### src/rtl/oven_countdown_timer.sv
// ---------------------------------------------------------------------------
// oven_countdown_timer
//
// Cook timer for the oven controller. Takes an MM:SS setpoint as four BCD
// digits, validates it, keeps it as binary minutes/seconds and counts down
// one second per CLK_HZ clock cycles until 00:00. The remaining time is fed
// back out as BCD digits for the 7-segment display path, and completion is
// flagged to the heater/buzzer control.
//
// Parameters
//   CLK_HZ        clock cycles per one-second tick
//
// Ports
//   clock         in   system clock, rising edge
//   reset_n       in   asynchronous, active-low reset
//   load          in   1-cycle pulse: capture set_* digits as the new setpoint
//   set_min_tens  in   BCD setpoint, minutes tens digit
//   set_min_units in   BCD setpoint, minutes units digit
//   set_sec_tens  in   BCD setpoint, seconds tens digit (0..5)
//   set_sec_units in   BCD setpoint, seconds units digit
//   start         in   1-cycle pulse: begin or resume the countdown
//   pause         in   1-cycle pulse: suspend the countdown
//   clear         in   1-cycle pulse: abort and zero the timer
//   min_tens      out  remaining minutes, tens digit (BCD)
//   min_units     out  remaining minutes, units digit (BCD)
//   sec_tens      out  remaining seconds, tens digit (BCD)
//   sec_units     out  remaining seconds, units digit (BCD)
//   running       out  high while counting down
//   done          out  level, high while the timer sits at its end state
//   done_pulse    out  1-cycle strobe on entry to the end state
//   load_err      out  1-cycle strobe: setpoint rejected
// ---------------------------------------------------------------------------
module oven_countdown_timer #(
    parameter int CLK_HZ = 50_000_000
) (
    input  logic       clock,
    input  logic       reset_n,
    input  logic       load,
    input  logic [3:0] set_min_tens,
    input  logic [3:0] set_min_units,
    input  logic [3:0] set_sec_tens,
    input  logic [3:0] set_sec_units,
    input  logic       start,
    input  logic       pause,
    input  logic       clear,
    output logic [3:0] min_tens,
    output logic [3:0] min_units,
    output logic [3:0] sec_tens,
    output logic [3:0] sec_units,
    output logic       running,
    output logic       done,
    output logic       done_pulse,
    output logic       load_err
);

    // A 1 Hz clock would give a zero-width prescaler; keep at least one bit.
    localparam int PW = (CLK_HZ > 1) ? $clog2(CLK_HZ) : 1;
    localparam logic [PW-1:0] PRESC_MAX = PW'(CLK_HZ - 1);

    typedef enum logic [2:0] {
        ST_IDLE,
        ST_READY,
        ST_RUNNING,
        ST_PAUSED,
        ST_DONE
    } state_t;

    // -----------------------------------------------------------------------
    // Helpers
    // -----------------------------------------------------------------------
    function automatic logic [3:0] bcd_tens(input logic [6:0] v);
        logic [6:0] q;
        q = v / 7'd10;
        return q[3:0];
    endfunction

    function automatic logic [3:0] bcd_units(input logic [6:0] v);
        logic [6:0] r;
        r = v % 7'd10;
        return r[3:0];
    endfunction

    function automatic logic bcd_ok(input logic [3:0] d);
        return d <= 4'd9;
    endfunction

    // -----------------------------------------------------------------------
    // State
    // -----------------------------------------------------------------------
    state_t         state,        state_n;
    logic [6:0]     minutes,      minutes_n;
    logic [5:0]     seconds,      seconds_n;
    logic [PW-1:0]  prescaler,    prescaler_n;
    logic           done_pulse_q, done_pulse_n;
    logic           load_err_q,   load_err_n;

    // Decoded setpoint and command qualifiers
    logic           set_valid;
    logic [6:0]     set_minutes;
    logic [5:0]     set_seconds;
    logic           load_take;
    logic           start_only;
    logic           pause_only;

    // Decremented time for the tick path
    logic [6:0]     dec_minutes;
    logic [5:0]     dec_seconds;

    always_ff @(posedge clock or negedge reset_n) begin
        if (!reset_n) begin
            state        <= ST_IDLE;
            minutes      <= '0;
            seconds      <= '0;
            prescaler    <= '0;
            done_pulse_q <= 1'b0;
            load_err_q   <= 1'b0;
        end else begin
            state        <= state_n;
            minutes      <= minutes_n;
            seconds      <= seconds_n;
            prescaler    <= prescaler_n;
            done_pulse_q <= done_pulse_n;
            load_err_q   <= load_err_n;
        end
    end

    // -----------------------------------------------------------------------
    // Setpoint decode
    // -----------------------------------------------------------------------
    always_comb begin
        set_valid   = bcd_ok(set_min_tens) && bcd_ok(set_min_units) &&
                      bcd_ok(set_sec_units) && (set_sec_tens <= 4'd5);
        set_minutes = ({3'b000, set_min_tens} * 7'd10) + {3'b000, set_min_units};
        set_seconds = ({2'b00, set_sec_tens} * 6'd10) + {2'b00, set_sec_units};
    end

    // -----------------------------------------------------------------------
    // One-second decrement with minute borrow
    // -----------------------------------------------------------------------
    always_comb begin
        dec_minutes = minutes;
        dec_seconds = seconds;
        if (seconds != 6'd0) begin
            dec_seconds = seconds - 6'd1;
        end else if (minutes != 7'd0) begin
            dec_minutes = minutes - 7'd1;
            dec_seconds = 6'd59;
        end
    end

    // -----------------------------------------------------------------------
    // Next-state logic: clear beats load beats start/pause. A load while
    // running is dropped entirely, so start/pause and ticking carry on.
    // -----------------------------------------------------------------------
    always_comb begin
        state_n      = state;
        minutes_n    = minutes;
        seconds_n    = seconds;
        prescaler_n  = prescaler;
        done_pulse_n = 1'b0;
        load_err_n   = 1'b0;

        load_take  = load && (state != ST_RUNNING);
        // start and pause together cancel each other.
        start_only = start && !pause;
        pause_only = pause && !start;

        if (clear) begin
            state_n     = ST_IDLE;
            minutes_n   = '0;
            seconds_n   = '0;
            prescaler_n = '0;
        end else if (load_take) begin
            if (set_valid) begin
                minutes_n = set_minutes;
                seconds_n = set_seconds;
                state_n   = ((set_minutes == 7'd0) && (set_seconds == 6'd0))
                            ? ST_IDLE : ST_READY;
            end else begin
                load_err_n = 1'b1;
            end
        end else begin
            unique case (state)
                ST_READY: begin
                    if (start_only) begin
                        state_n     = ST_RUNNING;
                        prescaler_n = '0;
                    end
                end
                ST_PAUSED: begin
                    // Resume keeps the partial second already counted.
                    if (start_only) begin
                        state_n = ST_RUNNING;
                    end
                end
                ST_RUNNING: begin
                    if (pause_only) begin
                        state_n = ST_PAUSED;
                    end else if (prescaler == PRESC_MAX) begin
                        prescaler_n = '0;
                        minutes_n   = dec_minutes;
                        seconds_n   = dec_seconds;
                        if ((dec_minutes == 7'd0) && (dec_seconds == 6'd0)) begin
                            state_n      = ST_DONE;
                            done_pulse_n = 1'b1;
                        end
                    end else begin
                        prescaler_n = prescaler + PW'(1);
                    end
                end
                ST_IDLE, ST_DONE: begin
                    // start/pause have no effect here
                end
                default: begin
                    state_n = ST_IDLE;
                end
            endcase
        end
    end

    // -----------------------------------------------------------------------
    // Outputs: digits follow the time registers combinationally
    // -----------------------------------------------------------------------
    always_comb begin
        min_tens   = bcd_tens(minutes);
        min_units  = bcd_units(minutes);
        sec_tens   = bcd_tens({1'b0, seconds});
        sec_units  = bcd_units({1'b0, seconds});
        running    = (state == ST_RUNNING);
        done       = (state == ST_DONE);
        done_pulse = done_pulse_q;
        load_err   = load_err_q;
    end

endmodule

### config.mk
export PLATFORM = sky130hd
export DESIGN_NAME = oven_countdown_timer
export DESIGN_NICKNAME = d
export VERILOG_FILES = /design/src/rtl/oven_countdown_timer.sv
export SDC_FILE = /design/constraint.sdc
export NUM_CORES = 1
export LEC_CHECK = 0
export BUFFER_PORTS_ARGS = -buffer_cell sky130_fd_sc_hd__buf_2
export CORE_ASPECT_RATIO = 1.1
export CORE_MARGIN = 2
export CORE_UTILIZATION = 60
export CTS_BUF_LIST = sky130_fd_sc_hd__clkbuf_2 sky130_fd_sc_hd__clkbuf_4 sky130_fd_sc_hd__clkbuf_8
export CTS_CLUSTER_DIAMETER = 200
export DETAILED_ROUTE_END_ITERATION = 8
export PLACE_DENSITY = 0.81
export SKIP_LAST_GASP = 1
export SYNTH_ARGS = -nofsm -noshare
export SYNTH_HDL_FRONTEND = slang
export SYNTH_SLANG_ARGS = --single-unit
### constraint.sdc
create_clock -name clock -period 9 [get_ports clock]
set_input_delay 1.8 -clock clock [delete_from_list [all_inputs] [get_ports clock]]
set_output_delay 1.8 -clock clock [all_outputs]
set_load 0.01 [all_outputs]
Yosys cells after proc, flatten, opt, wreduce, memory -nomap -nowiden
Cells that the tools add are included.
Widths: inputs -> output; s select.
Word-level totals
  bits in registers: 44
  input port bits: 22
  output and inout bits: 20
  word-level logic and storage cells: 101
Cells by class
  add/sub/neg operators: 5
  multipliers: 2
  div/mod/pow operators: 4
  magnitude comparators: 4
  equal/unequal tests: 15
  muxes and demuxes: 40
  reduce and logical (&&, ||, !) cells: 25
Operators with widths (count)
  $mux 26: 5
  $mux 7: 8
  $pmux 26 s2: 1
  $mux 6: 8
  $add 26x1->26 const B: 1
  $eq 26x26->1 const B: 1
  $mux 3: 7
  $ne 3x3->1 const B: 5
  $logic_not 7->1: 2
  $le 4x4->1 const B: 3
  $logic_not 6->1: 2
  $mux 1: 10
  $ne 5x2->1 const B: 2
  $pmux 3 s3: 1
  $reduce_bool 3->1: 3
  $logic_and 1x1->1: 8
  $reduce_and 4->1: 2
  $add 7x4->7: 1
  $div 6x4->7 const B: 1
  $div 7x4->7 const B: 1
  $mod 6x4->7 const B: 1
  $mod 7x4->7 const B: 1
  $reduce_bool 7->1: 1
  $sub 7x1->7 const B: 1
  16 further kinds: 19

Logic depth before layout (Yosys ltp)
Gate-level depths: netlist (run 1).
  depth after elaboration: 11
  mapped depth: 14
  mapped depth without buffers: 12

Worst setup path after synthesis (run 1)
No wires, ideal clock.
  path kind: reg2out
  start point: register seconds[5]
  end point: output sec_units[2]
  arrival time: 2.813 ns
  data required time: 7.200 ns
  path slack: 4.387 ns
  stages on the path, launching flop included: 14
  buffers on the path: 1
  cell sequence: dfrtp_1 -> clkbuf_1 -> inv_1 -> maj3_1 -> nand2_1 -> o21ai_0 -> xnor2_1 -> ha_1 -> inv_1 -> a21oi_1 -> o22ai_1 -> a221oi_1 -> a31oi_1 -> mux2i_1
Between the ends
  word-level cells in the longest chain between the ends: 1
Ends and longest elaborated chain
  start: declaration: line 92  | logic [5:0] seconds, seconds_n;
  start signal: assignment: line 120  | seconds <= seconds_n;
  $mod 6x4->7: line 79  | r = v % 7'd10;
  end: declaration: line 49  | output logic [3:0] sec_units,
Every way passes these cells.

Worst setup path after layout (run 1)
  start point: register minutes[5]
  end point: output min_units[3]
Between the ends
  word-level cells in the longest chain between the ends: 1
Ends and longest elaborated chain
  start: declaration: line 91  | logic [6:0] minutes, minutes_n;
  start signal: assignment: line 119  | minutes <= minutes_n;
  $mod 7x4->7: line 79
  end: declaration: line 47  | output logic [3:0] min_units,
Every way passes these cells.

==> results of run 1 <==
==> through the flow <==
step | instance area, µm² | util
floorplan | 3870 | -
global route | 4190 | 0.676
detailed placement | 4060 | 0.656
CTS | 4190 | 0.676
finish | 4190 | 0.676
global placement | 4060 | 0.656
==> state kept, by name, indices dropped and copies added (netlist names) <==
| name | count |
|---|---|
| seconds | 6 |
| state | 3 |
| prescaler | 26 |
| minutes | 7 |
| load_err | 1 |
| done_pulse | 1 |
==> how the worst min path moves through the flow <==
stage               slack [ns]                  endpoint                startpoint  depth (start not counted)
floorplan                 0.44  prescaler[2]$_DFFE_PN0P_  prescaler[2]$_DFFE_PN0P_                          1
global placement          0.47  prescaler[3]$_DFFE_PN0P_  prescaler[3]$_DFFE_PN0P_                          1
detailed placement        0.47  prescaler[3]$_DFFE_PN0P_  prescaler[3]$_DFFE_PN0P_                          1
CTS                       0.49  prescaler[3]$_DFFE_PN0P_  prescaler[3]$_DFFE_PN0P_                          1
global route              0.50  prescaler[3]$_DFFE_PN0P_  prescaler[3]$_DFFE_PN0P_                          1
finish                    0.49  prescaler[2]$_DFFE_PN0P_  prescaler[2]$_DFFE_PN0P_                          1
==> power breakdown <==
group	internal, mW	leakage (nW)	switching (mW)
Clock	0.0980	0.0645	0.0703
Sequential	0.210	0.602	0.0468
Combinational	0.156	1.12	0.209
==> metal layers <==
layer  wire length (µm)  part of all wire  up-vias
li1                   -                 -     1789
met1               3930              0.43     1736
met2               4710              0.52       79
met3                328             0.036       15
met4                120             0.013        0
met5                  0                 0        -
==> cell families (layout without fill, tap and decap cells) <==
kind of cell,count (synthesis),count (layout),share of synthesized area
xor gates and xnor gates,28,28,0.0633
and+or+nand+nor,191,191,0.270
DFF,44,44,0.284
AOI/OAI and AO/OA,133,133,0.218
muxes,10,10,0.0278
buffers and inverters,48,69,0.0533
other,1,1,0.000968
adders and majority gates,24,24,0.0827
==> placed cells by master, fill, tap and decap left out, drive strengths merged, types with 6 or more instances in the layout <==
master	n
nor2b	12
and3	12
nand2b	13
ha	20
a21oi	33
dfrtp	44
nand4	9
or3	11
nor3	14
inv	19
o21ai	36
o31ai	13
buf	42
mux2i	7
nand3	15
o211ai	8
xnor2	22
nand2	38
clkbuf	7
xor2	6
nor2	42
==> final cells by class <==
class	instances	area (µm²)
fillers	525	2010
clock inverters	1	30.0
well taps	80	100
flip-flops and latches	44	1100
multi-input cells	387	2570
clock buffers	7	96.3
inverters	19	71.3
repair buffers	42	215
==> worst max-delay path, stage by stage, from the launching register on <==
cell      delay [ns]
dfrtp_1         0.67
nor2b_1         0.22
or4_1           0.48
and3_1          0.23
xnor2_1         0.17
ha_1            0.39
nand2b_1        0.22
nor2_1          0.06
a21oi_1         0.12
o21ai_0         0.07
o21ai_0         0.17
o221ai_1        0.15
a21o_1          0.18
buf_2           0.13
==> impl_metrics.env, run 1 <==
export IMPL_irDropWorstVdd_v=0.000108
export IMPL_antenna_left=0
export IMPL_grt_start_max_net_pins=45
export IMPL_num_rows=30
export IMPL_overflow=0
export IMPL_setup_viol=0
export IMPL_finalMaxSlewViolations=0
export IMPL_io_buffers=40
export IMPL_dpl_worst_slack_ns=4.00
export IMPL_critical_path_endpoint="min_units[3]"
export IMPL_fmax_mhz=187
export IMPL_finalHoldViolCount=0
export IMPL_clkLatencyLatePin_ns=0.30
export IMPL_required_ns=7.20
export IMPL_global_route_usage_met1=0.341
export IMPL_pwr_density_cell_nw_per_um2=189
export IMPL_die_area_um2=7120
export IMPL_gp_congestion=0.866
export IMPL_initial_utilization=0.625
export IMPL_tns_ns=0
export IMPL_syn_nets=524
export IMPL_grt_pass1_vias=3429
export IMPL_p_total_uw=790
export IMPL_crit_type="register to output pin"
export IMPL_wl_per_cell_um=15.7
export IMPL_async_flop_share=1.00
export IMPL_worstMarginPinSlew_ns=1.17
export IMPL_synth_common_cells="dfrtp_1 (44), nor2_1 (42), nand2_1 (38), a21oi_1 (33), o21ai_0 (31)"
export IMPL_final_cells=580
export IMPL_cts_tree="yes"
export IMPL_synth_area_leaders="dfrtp_1 (28%), ha_1 (6.5%), xnor2_1 (5.0%)"
export IMPL_clockRootBuffer="clkbuf_8"
export IMPL_nNetsFinal=544
export IMPL_crit_path_start="minutes[5]$_DFFE_PN0P_"
export IMPL_placedCellCount=572
export IMPL_cellLeakagePower_nw=1.78
export IMPL_fp_dieW_um=80.6
export IMPL_synthCells=479
export IMPL_io_pins=42
export IMPL_routed_wl_um=9080
export IMPL_core_area_um2=6190
export IMPL_clock_sinks=44
export IMPL_clockBufferDepth=2
export IMPL_path_clk_slew_ns=0.08
export IMPL_grt_pass1_wl_um=15200
export IMPL_area_delta_synth_final_pct=8.08
export IMPL_h_tree_depth=2
export IMPL_yosys_warnings=0
export IMPL_r2r_cells=9
export IMPL_cp_max_fo=17
export IMPL_antenna_found_initial=0
export IMPL_diodes=0
export IMPL_crit_path_end_kind="output pin"
export IMPL_synth_edf_count=0
export IMPL_cp_start_kind="register"
export IMPL_ys_seq_area_frac=0.284
export IMPL_synth_top_area_frac=0.284
export IMPL_synth_area_per_cell_um2=8.09
export IMPL_rsz0062_at_grt="false"
export IMPL_synthDistinctLibCells=63
export IMPL_final_period_utilization=0.594
export IMPL_post_cts_buffers=0
export IMPL_synth_top_cell_by_area="dfrtp_1"
export IMPL_skew_ns=0.00864
export IMPL_cap_violations=0
export IMPL_hold_class="register to register"
export IMPL_dr_first_iter_drc_count=222
export IMPL_post_cts_resized=0
export IMPL_r2r_start="seconds[1]$_DFFE_PN0P_"
export IMPL_hold_ws_ns=0.487
export IMPL_synth_area_um2=3870
export IMPL_drc=0
export IMPL_r2r_setup_slack_ns=5.99
export IMPL_fp_dieH_um=88.3
export IMPL_use_met2=0.481
export IMPL_yosysMostFrequentCell="dfrtp_1"
export IMPL_r2r_end="state[2]$_DFFE_PN0P_"
export IMPL_drive_above_1_share=0.124
export IMPL_min_period_ns=5.35
export IMPL_use_met3=0.0286
export IMPL_arrival_ns=3.55
export IMPL_track_usage=0.266
export IMPL_busiest_layer="met2"
export IMPL_hold_buffers=0
export IMPL_ys_flop_type="dfrtp_1"
export IMPL_vias_per_cell=6.24
export IMPL_setup_ws_ns=3.65
export IMPL_drt_pass1_iterations=5
export IMPL_cts_made_buffers=5
export IMPL_hpwl_um=6590
export IMPL_outcome="finished, final reports clean"
export IMPL_max_slew_margin_rel=0.216
export IMPL_vias=3619
export IMPL_ys_ff_latch=44
Power figures use the tool's default switching activity.
==> run 2, diff against run 1 <==
ABC_AREA = 1   (was not set)
CORE_UTILIZATION = 56   (was 60)
PLACE_DENSITY = 0.8   (was 0.81)
clock period = 4.9 ns   (was 9 ns; I/O delays follow)
==> run 2 against run 1 <==
Global-route usage is 0.10 points lower. Clock power is 70% higher. Design area is 3.0% higher. Worst setup slack worse by 2.3 ns. Wire length is 7.5% higher. Highest routed layer unchanged. Critical path depth is 6 higher.
==> impl_metrics.env, run 2 <==
export IMPL_fmax_mhz=280
export IMPL_hold_buffers=0
export IMPL_vias_per_cell=5.67
export IMPL_r2r_end="minutes[1]$_DFFE_PN0P_"
export IMPL_crit_path_start="minutes[6]$_DFFE_PN0P_"
export IMPL_area_delta_synth_final_pct=9.04
export IMPL_cts_made_buffers=5
export IMPL_post_cts_resized=0
export IMPL_track_usage=0.265
export IMPL_cp_max_fo=8
export IMPL_io_buffers=40
export IMPL_worstSetupPathDepth=19
export IMPL_highest_layer="met4"
export IMPL_antenna_left=0
export IMPL_worstMarginPinSlew_ns=1.00
export IMPL_synth_area_per_cell_um2=6.76
export IMPL_muxShareOfSynthArea=0.00253
export IMPL_met3_length_um=343
export IMPL_hpwl_um=7710
export IMPL_clock_power_share=0.181
export IMPL_yosysMostFrequentCell="nand2_1"
export IMPL_yosys_warnings=0
export IMPL_vias=4009
export IMPL_synth_compound_area_frac=0.106
export IMPL_drt_pass1_iterations=5
export IMPL_gp_congestion=0.941
export IMPL_required_ns=3.92
export IMPL_synth_adder_area_share=0.0784
export IMPL_slowest_delay_ns=0.44
export IMPL_final_period_utilization=0.730
export IMPL_drc=0
export IMPL_grt_pass1_wl_um=17100
export IMPL_path_clk_slew_ns=0.08
export IMPL_final_common_cell="nand2_1"
export IMPL_r2r_cells=11
export IMPL_min_period_ns=3.58
export IMPL_synth_xor_area_frac=0.0550
export IMPL_h_tree_depth=2
export IMPL_skew_ns=0.00447
export IMPL_p_switching_uw=715
export IMPL_num_rows=32
export IMPL_wl_per_cell_um=13.8
export IMPL_clkLatencyLatePin_ns=0.30
export IMPL_nNetsFinal=666
export IMPL_crit_type="register to output pin"
export IMPL_ys_flop_type="dfrtp_1"
export IMPL_initial_utilization=0.571
export IMPL_max_slew_margin_rel=0.333
export IMPL_crit_path_end_kind="output pin"
export IMPL_core_area_um2=6930
export IMPL_diodes=0
export IMPL_irDropWorstVdd_v=0.000332
export IMPL_crit_slowest_cell="dfrtp_1"
export IMPL_synth_edf_count=0
export IMPL_drive_above_1_share=0.146
export IMPL_pwr_density_cell_nw_per_um2=364
export IMPL_hold_depth=1
export IMPL_die_area_um2=7750
export IMPL_seqPwrFrac=0.277
export IMPL_dr_first_iter_drc_count=233
export IMPL_synth_area_um2=3960
export IMPL_synthDistinctLibCells=45
export IMPL_swShare=0.455
export IMPL_outcome="finished, final reports clean"
export IMPL_crit_family="simple AND/OR/NAND/NOR gates"
export IMPL_synth_area_leaders="dfrtp_1 (28%), nand2_1 (14%), ha_1 (6.3%)"
export IMPL_post_cts_buffers=0
export IMPL_synthCells=585
export IMPL_async_flop_share=1.00
export IMPL_hold_class="register to register"
export IMPL_synth_common_cells="nand2_1 (151), inv_1 (62), nor2_1 (59), nand3_1 (45), dfrtp_1 (44)"
export IMPL_syn_nets=630
export IMPL_setup_viol=0
export IMPL_grt_pass1_vias=3933
export IMPL_clockBufferDepth=2
export IMPL_p_comb_frac=0.542
export IMPL_synthSimpleGateAreaFrac=0.396
export IMPL_cts_tree="yes"
export IMPL_antenna_found_initial=0
export IMPL_synth_top_family_by_area="simple AND/OR/NAND/NOR gates"
export IMPL_dr_wl_met2_um=5100
export IMPL_io_pins=42
export IMPL_top_regs="prescaler x26, minutes x7, seconds x6"
export IMPL_critical_path_endpoint="min_units[1]"
export IMPL_synth_top_area_frac=0.278
export IMPL_ys_ff_latch=44
export IMPL_fp_dieW_um=84.1
export IMPL_r2r_setup_slack_ns=2.12
export IMPL_overflow=0
export IMPL_r2r_start="prescaler[0]$_DFFE_PN0P_"
export IMPL_routed_wl_um=9770
export IMPL_cap_violations=0
export IMPL_rsz0062_at_grt="false"
export IMPL_clock_sinks=44
export IMPL_utilization=0.623
export IMPL_crit_top_cell="nand2_1"
export IMPL_cp_start_kind="register"
export IMPL_arrival_ns=2.60
export IMPL_layout_common_cells="nand2_1 (151), inv_1 (62), nor2_1 (59)"
export IMPL_cellLeakagePower_nw=2.11
export IMPL_grt_start_max_net_pins=45
export IMPL_finalMaxSlewViolations=0
export IMPL_clockRootBuffer="clkbuf_8"
export IMPL_tns_ns=0
export IMPL_drt_met1_wl_um=4080
export IMPL_synth_top_cell_by_area="dfrtp_1"
export IMPL_path_buf_inv=4
export IMPL_regMostFlops="prescaler"
export IMPL_crit_chain="inv_2 > nand2_1 > nand3_1 > nand2_1 > nand2_2 > nand2_1 > nand3_1 > nand2_1 > nand2_2 > nand2_1 > nand2_1 > inv_1 > ha_1 > inv_1 > nand3_2 > nand3_2 > nand2_1 > nand2_1 > buf_2"
export IMPL_finalHoldViolCount=0
export IMPL_fp_dieH_um=92.2
export IMPL_internal_power_uw=856
export IMPL_ys_seq_area_frac=0.278
export IMPL_largest_register_ffs=26
## run 2: cell types whose count changed after synthesis, moves of 13 or more
cell      before  now
nand4_1        8   21
nand3_1       15   45
xnor2_1       22    5
nand2_1       38  151
clkbuf_1      21    2
nand2b_1      13    0
nor2_1        42   59
inv_1         18   62
## run 2: worst register-to-register path, stage by stage, from the launching register on
cell and delay, ns:
dfrtp_1 0.43, ha_1 0.22, nand2_1 0.06, inv_1 0.09
nand2_1 0.08, nor2_1 0.12, nand4_1 0.26, o21ai_0 0.21
and2_1 0.61, inv_1 0.28, a21oi_1 0.22, a22oi_1 0.08
## run 2: how the worst min path moves through the flow
| stage | from | endpoint |
|---|---|---|
| floorplan | prescaler[14]$_DFFE_PN0P_ | prescaler[14]$_DFFE_PN0P_ |
| global placement | state[2]$_DFFE_PN0P_ | state[2]$_DFFE_PN0P_ |
| detailed placement | state[2]$_DFFE_PN0P_ | state[2]$_DFFE_PN0P_ |
| CTS | prescaler[14]$_DFFE_PN0P_ | prescaler[14]$_DFFE_PN0P_ |
| global route | prescaler[14]$_DFFE_PN0P_ | prescaler[14]$_DFFE_PN0P_ |
| finish | prescaler[14]$_DFFE_PN0P_ | prescaler[14]$_DFFE_PN0P_ |
## run 2: cells by family (layout without fill, tap and decap cells)
kind of cell,after synthesis,after routing
AOI/OAI and AO/OA,75,75
other,1,1
adders and majority gates,23,23
DFF,44,44
muxes,1,1
xor gates and xnor gates,24,24
and+or+nand+nor,334,334
buffers and inverters,83,120
## run 2: per-stage QoR
step / hold WS [ns] / setup WS [ns] / cell area (µm²) / instances / power, mW
floorplan: 0.455 / 1.85 / 3960 / 585 / 1.07
global placement: 0.489 / 1.79 / 4200 / 699 / 1.26
detailed placement: 0.492 / 1.64 / 4200 / 699 / 1.29
CTS: 0.506 / 1.30 / 4310 / 707 / 1.58
global route: 0.544 / 0.963 / 4310 / 707 / 1.72
finish: 0.502 / 1.32 / 4310 / 707 / 1.57
## run 2: routing by layer
layer / vias to the layer above / track usage
met5: - / 0
met4: 0 / 0.0927
met3: 24 / 0.0261
met2: 114 / 0.500
met1: 1869 / 0.307
li1: 2002 / -
## run 2: final cells by class
class,instances,area [µm²]
Clock buffer,6,76.3
Fill cell,657,2610
Multi-Input combinational cell,458,2520
Timing Repair Buffer,40,200
Sequential cell,44,1100
Clock inverter,2,35.0
Inverter,72,270
Tap cell,85,106
## run 2: power by group through the flow
stage,clock network (mW),logic [mW],registers [mW]
6_report,0.285,0.852,0.435
5_1_grt,0.306,0.969,0.442
4_1_cts,0.293,0.854,0.435
3_5_place_dp,0,0.852,0.442
3_3_place_gp,0,0.823,0.441
2_1_floorplan,0,0.636,0.430
